**src/rtl/grf_scoreboard_pkg.sv**
```systemverilog
// rtl/grf_scoreboard_pkg.sv - shared constants and types for the GRF scoreboard
package grf_scoreboard_pkg;
   localparam int NREG    = 32;
   localparam int CNT_W   = 2;
   localparam int CNT_MAX = (1 << CNT_W) - 1;

   typedef logic [4:0] reg_idx_t;

   localparam reg_idx_t REG_ZERO = 5'd0;
endpackage

```
**src/rtl/grf_scoreboard_if.sv**
```systemverilog
// rtl/grf_scoreboard_if.sv - decode issue, writeback release and scoreboard status bundle
interface grf_scoreboard_if
   import grf_scoreboard_pkg::*;
#(
   parameter int NREG = grf_scoreboard_pkg::NREG
);
   logic            issue_valid;
   reg_idx_t        issue_rs;
   reg_idx_t        issue_rt;
   logic            issue_use_rs;
   logic            issue_use_rt;
   logic            issue_wr;
   reg_idx_t        issue_dst;
   logic            wb_valid;
   reg_idx_t        wb_dst;
   logic            stall;
   logic [NREG-1:0] busy;
   logic            idle;
   logic            wb_err;
   logic [31:0]     stall_cycles;

   modport master (
      output issue_valid, issue_rs, issue_rt, issue_use_rs, issue_use_rt,
      output issue_wr, issue_dst, wb_valid, wb_dst,
      input  stall, busy, idle, wb_err, stall_cycles
   );

   modport slave (
      input  issue_valid, issue_rs, issue_rt, issue_use_rs, issue_use_rt,
      input  issue_wr, issue_dst, wb_valid, wb_dst,
      output stall, busy, idle, wb_err, stall_cycles
   );
endinterface

```
**src/rtl/grf_sb_entry.sv**
```systemverilog
// rtl/grf_sb_entry.sv - pending-write counter for one architectural register
module grf_sb_entry
   import grf_scoreboard_pkg::*;
#(
   parameter int CNT_W = grf_scoreboard_pkg::CNT_W
)(
   input  logic             clk,
   input  logic             reset,
   input  logic             inc,
   input  logic             wb_hit,
   output logic [CNT_W-1:0] cnt,
   output logic             busy_d,
   output logic             busy,
   output logic             err_dec
);
   logic [CNT_W-1:0] cnt_q;
   logic [CNT_W-1:0] cnt_d;
   logic             busy_q;
   logic             dec;

   // A release and an issue landing together cancel out.
   always_comb begin
      dec     = wb_hit && (cnt_q != '0);
      err_dec = wb_hit && (cnt_q == '0);
      cnt_d   = cnt_q;
      if (inc && !dec) begin
         cnt_d = cnt_q + CNT_W'(1);
      end else if (dec && !inc) begin
         cnt_d = cnt_q - CNT_W'(1);
      end
      busy_d  = (cnt_d != '0);
   end

   always_ff @(posedge clk) begin
      if (reset) begin
         cnt_q  <= '0;
         busy_q <= 1'b0;
      end else begin
         cnt_q  <= cnt_d;
         busy_q <= busy_d;
      end
   end

   assign cnt  = cnt_q;
   assign busy = busy_q;
endmodule

```
**src/rtl/grf_scoreboard.sv**
```systemverilog
// rtl/grf_scoreboard.sv - GRF pending-write scoreboard: decode stall, release tracking, status
module grf_scoreboard
   import grf_scoreboard_pkg::*;
#(
   parameter int NREG  = grf_scoreboard_pkg::NREG,
   parameter int CNT_W = grf_scoreboard_pkg::CNT_W
)(
   input  logic           clk,
   input  logic           reset,
   grf_scoreboard_if.slave sb
);
   localparam logic [CNT_W-1:0] CNT_FULL = '1;

   logic [NREG-1:0][CNT_W-1:0] cnt;
   logic [NREG-1:0]            busy_d;
   logic [NREG-1:0]            busy_q;
   logic [NREG-1:0]            err_dec;

   logic        src_haz;
   logic        ovf_haz;
   logic        stall;
   logic        accept;
   logic        inc;
   logic        wb_live;
   logic        wb_err_q;
   logic        wb_err_d;
   logic        idle_q;
   logic        idle_d;
   logic [31:0] stall_cycles_q;
   logic [31:0] stall_cycles_d;

   assign cnt[0]     = '0;
   assign busy_d[0]  = 1'b0;
   assign busy_q[0]  = 1'b0;
   assign err_dec[0] = 1'b0;

   generate
      for (genvar i = 1; i < NREG; i++) begin : g_entry
         grf_sb_entry #(.CNT_W(CNT_W)) u_entry (
            .clk     (clk),
            .reset   (reset),
            .inc     (inc && (sb.issue_dst == reg_idx_t'(i))),
            .wb_hit  (wb_live && (sb.wb_dst == reg_idx_t'(i))),
            .cnt     (cnt[i]),
            .busy_d  (busy_d[i]),
            .busy    (busy_q[i]),
            .err_dec (err_dec[i])
         );
      end
   endgenerate

   // Hazards look only at registered counts; a same-cycle writeback cannot unblock.
   always_comb begin
      src_haz = (sb.issue_use_rs && (sb.issue_rs != REG_ZERO) && (cnt[sb.issue_rs] != '0)) ||
                (sb.issue_use_rt && (sb.issue_rt != REG_ZERO) && (cnt[sb.issue_rt] != '0));
      ovf_haz = sb.issue_wr && (sb.issue_dst != REG_ZERO) && (cnt[sb.issue_dst] == CNT_FULL);
      stall   = sb.issue_valid && !reset && (src_haz || ovf_haz);
      accept  = sb.issue_valid && !stall && !reset;
      inc     = accept && sb.issue_wr && (sb.issue_dst != REG_ZERO);
      wb_live = sb.wb_valid && (sb.wb_dst != REG_ZERO);

      wb_err_d       = wb_err_q || (|err_dec);
      idle_d         = ~(|busy_d);
      stall_cycles_d = stall_cycles_q;
      if (stall && (stall_cycles_q != 32'hFFFF_FFFF)) begin
         stall_cycles_d = stall_cycles_q + 32'd1;
      end
   end

   always_ff @(posedge clk) begin
      if (reset) begin
         wb_err_q       <= 1'b0;
         idle_q         <= 1'b1;
         stall_cycles_q <= '0;
      end else begin
         wb_err_q       <= wb_err_d;
         idle_q         <= idle_d;
         stall_cycles_q <= stall_cycles_d;
      end
   end

   assign sb.stall        = stall;
   assign sb.busy         = busy_q;
   assign sb.idle         = idle_q;
   assign sb.wb_err       = wb_err_q;
   assign sb.stall_cycles = stall_cycles_q;
endmodule

```
**src/flat_wrapper.sv**
```systemverilog
// flat-port wrapper written by rule: the top's interface ports become plain ports
module grf_scoreboard_flat import grf_scoreboard_pkg::*;
#(
   parameter int NREG  = grf_scoreboard_pkg::NREG,
   parameter int CNT_W = grf_scoreboard_pkg::CNT_W
)
  (clk, reset, sb_issue_valid, sb_issue_rs, sb_issue_rt, sb_issue_use_rs, sb_issue_use_rt, sb_issue_wr, sb_issue_dst, sb_wb_valid, sb_wb_dst, sb_stall, sb_busy, sb_idle, sb_wb_err, sb_stall_cycles);
  grf_scoreboard_if #(.NREG(NREG)) sb_i ();
  input  logic clk;
  input  logic reset;
  input wire logic [$bits(sb_i.issue_valid)-1:0] sb_issue_valid;
  input wire logic [$bits(sb_i.issue_rs)-1:0] sb_issue_rs;
  input wire logic [$bits(sb_i.issue_rt)-1:0] sb_issue_rt;
  input wire logic [$bits(sb_i.issue_use_rs)-1:0] sb_issue_use_rs;
  input wire logic [$bits(sb_i.issue_use_rt)-1:0] sb_issue_use_rt;
  input wire logic [$bits(sb_i.issue_wr)-1:0] sb_issue_wr;
  input wire logic [$bits(sb_i.issue_dst)-1:0] sb_issue_dst;
  input wire logic [$bits(sb_i.wb_valid)-1:0] sb_wb_valid;
  input wire logic [$bits(sb_i.wb_dst)-1:0] sb_wb_dst;
  output wire logic [$bits(sb_i.stall)-1:0] sb_stall;
  output wire logic [$bits(sb_i.busy)-1:0] sb_busy;
  output wire logic [$bits(sb_i.idle)-1:0] sb_idle;
  output wire logic [$bits(sb_i.wb_err)-1:0] sb_wb_err;
  output wire logic [$bits(sb_i.stall_cycles)-1:0] sb_stall_cycles;
  assign sb_i.issue_valid = sb_issue_valid;
  assign sb_i.issue_rs = sb_issue_rs;
  assign sb_i.issue_rt = sb_issue_rt;
  assign sb_i.issue_use_rs = sb_issue_use_rs;
  assign sb_i.issue_use_rt = sb_issue_use_rt;
  assign sb_i.issue_wr = sb_issue_wr;
  assign sb_i.issue_dst = sb_issue_dst;
  assign sb_i.wb_valid = sb_wb_valid;
  assign sb_i.wb_dst = sb_wb_dst;
  assign sb_stall = sb_i.stall;
  assign sb_busy = sb_i.busy;
  assign sb_idle = sb_i.idle;
  assign sb_wb_err = sb_i.wb_err;
  assign sb_stall_cycles = sb_i.stall_cycles;
  grf_scoreboard #(.NREG(NREG), .CNT_W(CNT_W)) u_core (.clk(clk), .reset(reset), .sb(sb_i));
endmodule
```
**config.mk**
```make
export PLATFORM = sky130hd
export DESIGN_NAME = grf_scoreboard_flat
export DESIGN_NICKNAME = d
export VERILOG_FILES = /design/src/rtl/grf_scoreboard_pkg.sv /design/src/rtl/grf_scoreboard_if.sv /design/src/rtl/grf_sb_entry.sv /design/src/rtl/grf_scoreboard.sv /design/src/flat_wrapper.sv
export SDC_FILE = /design/constraint.sdc
export NUM_CORES = 1
export LEC_CHECK = 0
export ABC_CLOCK_PERIOD_IN_PS = 4660
export CAP_MARGIN = 20
export CELL_PAD_IN_SITES_DETAIL_PLACEMENT = 0
export CELL_PAD_IN_SITES_GLOBAL_PLACEMENT = 1
export CORE_MARGIN = 3
export CORE_UTILIZATION = 30
export CTS_CLUSTER_DIAMETER = 50
export DETAILED_ROUTE_END_ITERATION = 16
export PLACE_DENSITY = 0.63
export SYNTH_ARGS = -nofsm -noshare
export SYNTH_HDL_FRONTEND = slang
export SYNTH_SLANG_ARGS = --single-unit
export TNS_END_PERCENT = 100
```
**constraint.sdc**
```tcl
create_clock -name clk -period 4.66 [get_ports clk]
set_clock_uncertainty 0.2 [all_clocks]
set_input_delay 0.699 -clock clk [delete_from_list [all_inputs] [get_ports clk]]
set_output_delay 0.699 -clock clk [all_outputs]
set_load 0.005 [all_outputs]
```
==> results by group <==
Floorplanning
  – Top-level port count: 94
  – Die Y-Extent: 183 um
  – Core area: 30700 sq um
  – Horiz. Die Dim: 183 um
  – Effective utilization at floorplan: 30.6%
  – Die area: 33400 sq um
  – Row count: 64

Layout
  – Post-layout net count: 1491
  – Ratio of cells with drive above 1 in the final layout: 21.1%
  – Final design area excluding fillers: 12700 sq um
  – Layout overhead on the synthesized area: 36.0%
  – Post-Route Utilization: 41.6%
  – Number of antenna diodes: 0

Timing
  – Final count of pins violating max slew: 0
  – Max Clock Freq: 211 MHz
  – Final Critical Period: 4.75 ns
  – Number of endpoints with negative hold slack in the final report: 0
  – Worst slew slack as a fraction of its limit: 39.6%
  – Fin Setup TNS: -0.125 ns
  – Worst hold margin: 0.305 ns
  – # setup viols final: 2
  – Min setup slack post-route: -0.0886 ns
  – Portion of the clock cycle consumed by the worst path in the final layout: 102%
  – Worst slew pin tran: 0.898 ns

Synthesis
  – Sequential element share of the synthesized area: 27.1%
  – Leading register cell type out of synthesis: sky130_fd_sc_hd__dfxtp_1
  – Synthesized area per cell: 7.90 sq um
  – Library cell with the largest summed area after synthesis: sky130_fd_sc_hd__dfxtp_1
  – Share of synthesized flip-flops with an asynchronous set or reset: 0%
  – Portion of synthesized cell area occupied by the leading cell type: 27.1%
  – Number of synthesis warnings: 0
  – Synthesized area: 9380 sq um
  – Count of mapped cells out of synthesis: 1187
  – Synth Register Bits: 127
  – Synth cell types: 85
  – Number of enable flip-flop cells after synthesis: 0
  – Leading cell types by total area after synthesis: sky130_fd_sc_hd__dfxtp_1, sky130_fd_sc_hd__nor2_1, sky130_fd_sc_hd__xnor2_1, sky130_fd_sc_hd__ha_1, sky130_fd_sc_hd__mux4_2
  – Number of nets in the synthesized netlist: 1246

Pwr
  – Internal power: 2.13 mW
  – Max IR drop VDD: 234 uV
  – Leakage dissipation: 4.68 nW
  – Switching share of power: 27.9%
  – Pwr/cell area: 232 nW/um^2
  – Comb power frac: 13.4%
  – Reg power frac: 37.0%
  – Total net switching power: 0.825 mW
  – Share of power burned in the clock network: 49.7%

Routing
  – Initial DRC Count: 1015
  – Ratio of routed vias to standard cells: 5.47
  – Residual DRC: 0
  – Number of nets still failing antenna checks after routing: 0
  – Total number of vias: 10100
  – Number of optimization iterations in the first detailed-route pass: 5
  – DR WL/cell: 22.6 um
  – Final routed wirelength across all metal layers: 41.6 mm

Clock network
  – # hold bufs at CTS: 0
  – Number of sinks handled by clock tree synthesis: 127
  – Maximum level of the CTS H-tree: 4
  – Clock slew at the register clock pins of the worst setup and hold paths: 0.08 ns
  – Largest buffer count on any clock path: 2
  – CTS Root Buffer Type: sky130_fd_sc_hd__clkbuf_16
  – CTS tree: built
  – Cts bufs inserted: 17
  – Clock insertion delay at the later pin of the skew report: 0.46 ns

Worst hold path
  – Hold Path Depth: 2
  – Destination of the worst hold path: u_core.sb.stall_cycles[9]
  – Origin of the worst min-delay path: u_core.sb.stall_cycles[9]
  – Type of the tightest min-delay check: register to register

Global route
  – Met1 global-route usage: 33.5%
  – Total routing usage reported by global routing: 24.7%
  – Gr ovfl total: 0
  – Most utilized layer in the global route result: met2
  – First-pass GRT wire length: 61.6 mm
  – Met3 Use GR: 5.12%
  – Met2 Usage GRT: 38.5%
  – Via count of the first global-routing pass: 9731
  – Number of antenna violations at the first check in global routing: 2
  – Pin count of the biggest net entering global routing: 72

Worst setup path
  – Worst setup EP type: register
  – Worst reg2reg endpoint: u_core.sb.idle
  – Kind of start point of the critical path: input pin
  – Critical-path maximum fanout: 16
  – WP data arrival: 4.95 ns
  – Req. time, crit path: 4.86 ns
  – Reg2reg start: u_core.g_entry[23].u_entry.cnt[0]
  – Type of the worst setup path: input pin to register
  – Cell count of the worst reg-to-reg path: 12
  – Reg-to-reg setup timing slack: 0.50 ns

Place
  – Number of buffer cells added on primary ports: 92
  – Routability Congestion: 1.01
  – DP Area: 12000 sq um
  – Post-detail-place hpwl: 33.7 mm

Job
  – # Max-Cap Violations: 0

Run status
  – Outcome: complete, but fails checks
  – Failing checks: setup timing
==> power by group through the flow <==
stage	combinational, mW	sequential (mW)	clock [mW]
floorplan	0.163	1.12	0
global placement	0.380	1.12	0
detailed placement	0.377	1.12	0
CTS	0.379	1.09	1.51
global route	0.413	1.09	1.56
finish	0.396	1.09	1.47
==> logic make-up after synthesis <==
| kind of cell | share of synthesized area [%] |
|---|---|
| and+or+nand+nor | 26.7 |
| AOI/OAI and AO/OA | 15.6 |
| buffers and inverters | 8.31 |
| DFF | 27.1 |
| xor gates and xnor gates | 8.87 |
| adders and majority gates | 6.20 |
| muxes | 7.15 |
| other | 0.0400 |
==> area by class of cell <==
class	count	area, sq um
clock buffer	18	439
clock inverter	14	191
fill	3152	17900
inverter	84	315
multi-input combinational	891	6100
sequential	127	2540
tap	396	495
timing repair buffer	311	2660
==> synth_stat cells (5+ instances only) <==
master / instances
sky130_fd_sc_hd__nor2_1: 157
sky130_fd_sc_hd__dfxtp_1: 127
sky130_fd_sc_hd__inv_1: 84
sky130_fd_sc_hd__nor3_1: 68
sky130_fd_sc_hd__xnor2_1: 67
sky130_fd_sc_hd__nand2_1: 66
sky130_fd_sc_hd__a21oi_1: 54
sky130_fd_sc_hd__nand3_1: 36
sky130_fd_sc_hd__buf_4: 35
sky130_fd_sc_hd__clkbuf_1: 33
sky130_fd_sc_hd__ha_1: 32
sky130_fd_sc_hd__or3_1: 31
sky130_fd_sc_hd__xor2_1: 28
sky130_fd_sc_hd__mux2i_1: 22
sky130_fd_sc_hd__nor4_1: 20
sky130_fd_sc_hd__nand2b_1: 19
sky130_fd_sc_hd__maj3_1: 17
sky130_fd_sc_hd__mux4_2: 17
sky130_fd_sc_hd__o21ai_0: 17
sky130_fd_sc_hd__o211ai_1: 15
sky130_fd_sc_hd__and3_1: 14
sky130_fd_sc_hd__a31oi_1: 12
sky130_fd_sc_hd__or2_2: 12
sky130_fd_sc_hd__a311oi_1: 11
sky130_fd_sc_hd__buf_2: 11
sky130_fd_sc_hd__nand4_1: 11
sky130_fd_sc_hd__o21a_1: 11
sky130_fd_sc_hd__and2_1: 10
sky130_fd_sc_hd__and4_1: 10
sky130_fd_sc_hd__nor3b_1: 8
sky130_fd_sc_hd__a211oi_1: 7
sky130_fd_sc_hd__nor2b_1: 7
sky130_fd_sc_hd__o31ai_1: 7
sky130_fd_sc_hd__a211o_1: 6
sky130_fd_sc_hd__a22oi_1: 6
sky130_fd_sc_hd__buf_1: 6
sky130_fd_sc_hd__mux2_2: 6
sky130_fd_sc_hd__o211a_1: 6
sky130_fd_sc_hd__nor4b_1: 5
sky130_fd_sc_hd__or4_1: 5
==> placed cells by master (no fill, tap or decap), types with 17 or more instances in the layout <==
| master | n |
|---|---|
| sky130_fd_sc_hd__nand2b_1 | 19 |
| sky130_fd_sc_hd__dfxtp_1 | 127 |
| sky130_fd_sc_hd__nor2_1 | 157 |
| sky130_fd_sc_hd__nand2_1 | 65 |
| sky130_fd_sc_hd__inv_1 | 84 |
| sky130_fd_sc_hd__xor2_1 | 28 |
| sky130_fd_sc_hd__ha_1 | 32 |
| sky130_fd_sc_hd__a21oi_1 | 54 |
| sky130_fd_sc_hd__or3_1 | 31 |
| sky130_fd_sc_hd__mux2i_1 | 22 |
| sky130_fd_sc_hd__xnor2_1 | 67 |
| sky130_fd_sc_hd__nand3_1 | 36 |
| sky130_fd_sc_hd__mux4_2 | 17 |
| sky130_fd_sc_hd__nor4_1 | 20 |
| sky130_fd_sc_hd__clkbuf_16 | 17 |
| sky130_fd_sc_hd__clkdlybuf4s50_1 | 90 |
| sky130_fd_sc_hd__buf_4 | 210 |
| sky130_fd_sc_hd__maj3_1 | 17 |
| sky130_fd_sc_hd__nor3_1 | 67 |
==> sequential cells by signal, indices dropped and copies added, names as in the netlist <==
name                         count
u_core.g_entry.u_entry.busy     31
u_core.g_entry.u_entry.cnt      62
u_core.sb.idle                   1
u_core.sb.stall_cycles          32
u_core.sb.wb_err                 1
==> critical path, stage by stage <==
cell                              delay [ns]
sky130_fd_sc_hd__clkdlybuf4s50_1        0.51
sky130_fd_sc_hd__buf_12                 0.15
sky130_fd_sc_hd__nor3b_1                0.36
sky130_fd_sc_hd__o311ai_0               0.22
sky130_fd_sc_hd__a2111oi_1              0.48
sky130_fd_sc_hd__a31oi_2                0.16
sky130_fd_sc_hd__a21bo_2                0.28
sky130_fd_sc_hd__buf_12                 0.15
sky130_fd_sc_hd__or4_4                  0.54
sky130_fd_sc_hd__maj3_2                 0.30
sky130_fd_sc_hd__mux2i_1                0.16
sky130_fd_sc_hd__or4b_4                 0.49
sky130_fd_sc_hd__nor4_4                 0.23
sky130_fd_sc_hd__a41o_1                 0.20
==> per-layer routing <==
metal | wire length (um) | up-vias
met1 | 18500 | 4797
met2 | 18300 | 458
met4 | 1700 | 2
met5 | 13 | -
met3 | 3110 | 96
li1 | - | 4717
==> stage by stage <==
| step | power (mW) | cells | setup slack, ns |
|---|---|---|---|
| finish | 2.96 | 1841 | -0.0886 |
| global route | 3.07 | 1841 | -0.146 |
| CTS | 2.99 | 1836 | 0.00968 |
| detailed placement | 1.50 | 1804 | -0.380 |
| global placement | 1.50 | 1804 | -0.311 |
| floorplan | 1.28 | 1187 | 0.617 |
==> how the worst max path moves through the flow <==
stage	start	end	slack, ns	cells past startpoint
final	sb_issue_rt[1]	u_core.sb.idle	-0.09	14
after global routing	sb_issue_rt[1]	u_core.sb.idle	-0.15	14
after CTS	sb_issue_rs[1]	sb_stall	0.01	12
after detailed placement	sb_issue_rt[1]	u_core.sb.idle	-0.38	17
after global placement	sb_issue_rt[1]	u_core.sb.idle	-0.31	14
after floorplan	sb_issue_dst[0]	u_core.sb.idle	0.62	11
==> what timing repair did <==
action                                  in CTS  in global routing
pin swaps                                    1                  4
resized for setup                            1                 15
setup buffers                                0                  5
hold endpoints to repair                     0                  0
cloned                                       0                  0
endpoints found under the setup margin       1                  2
Note: power is estimated with default switching activity, not from simulation.
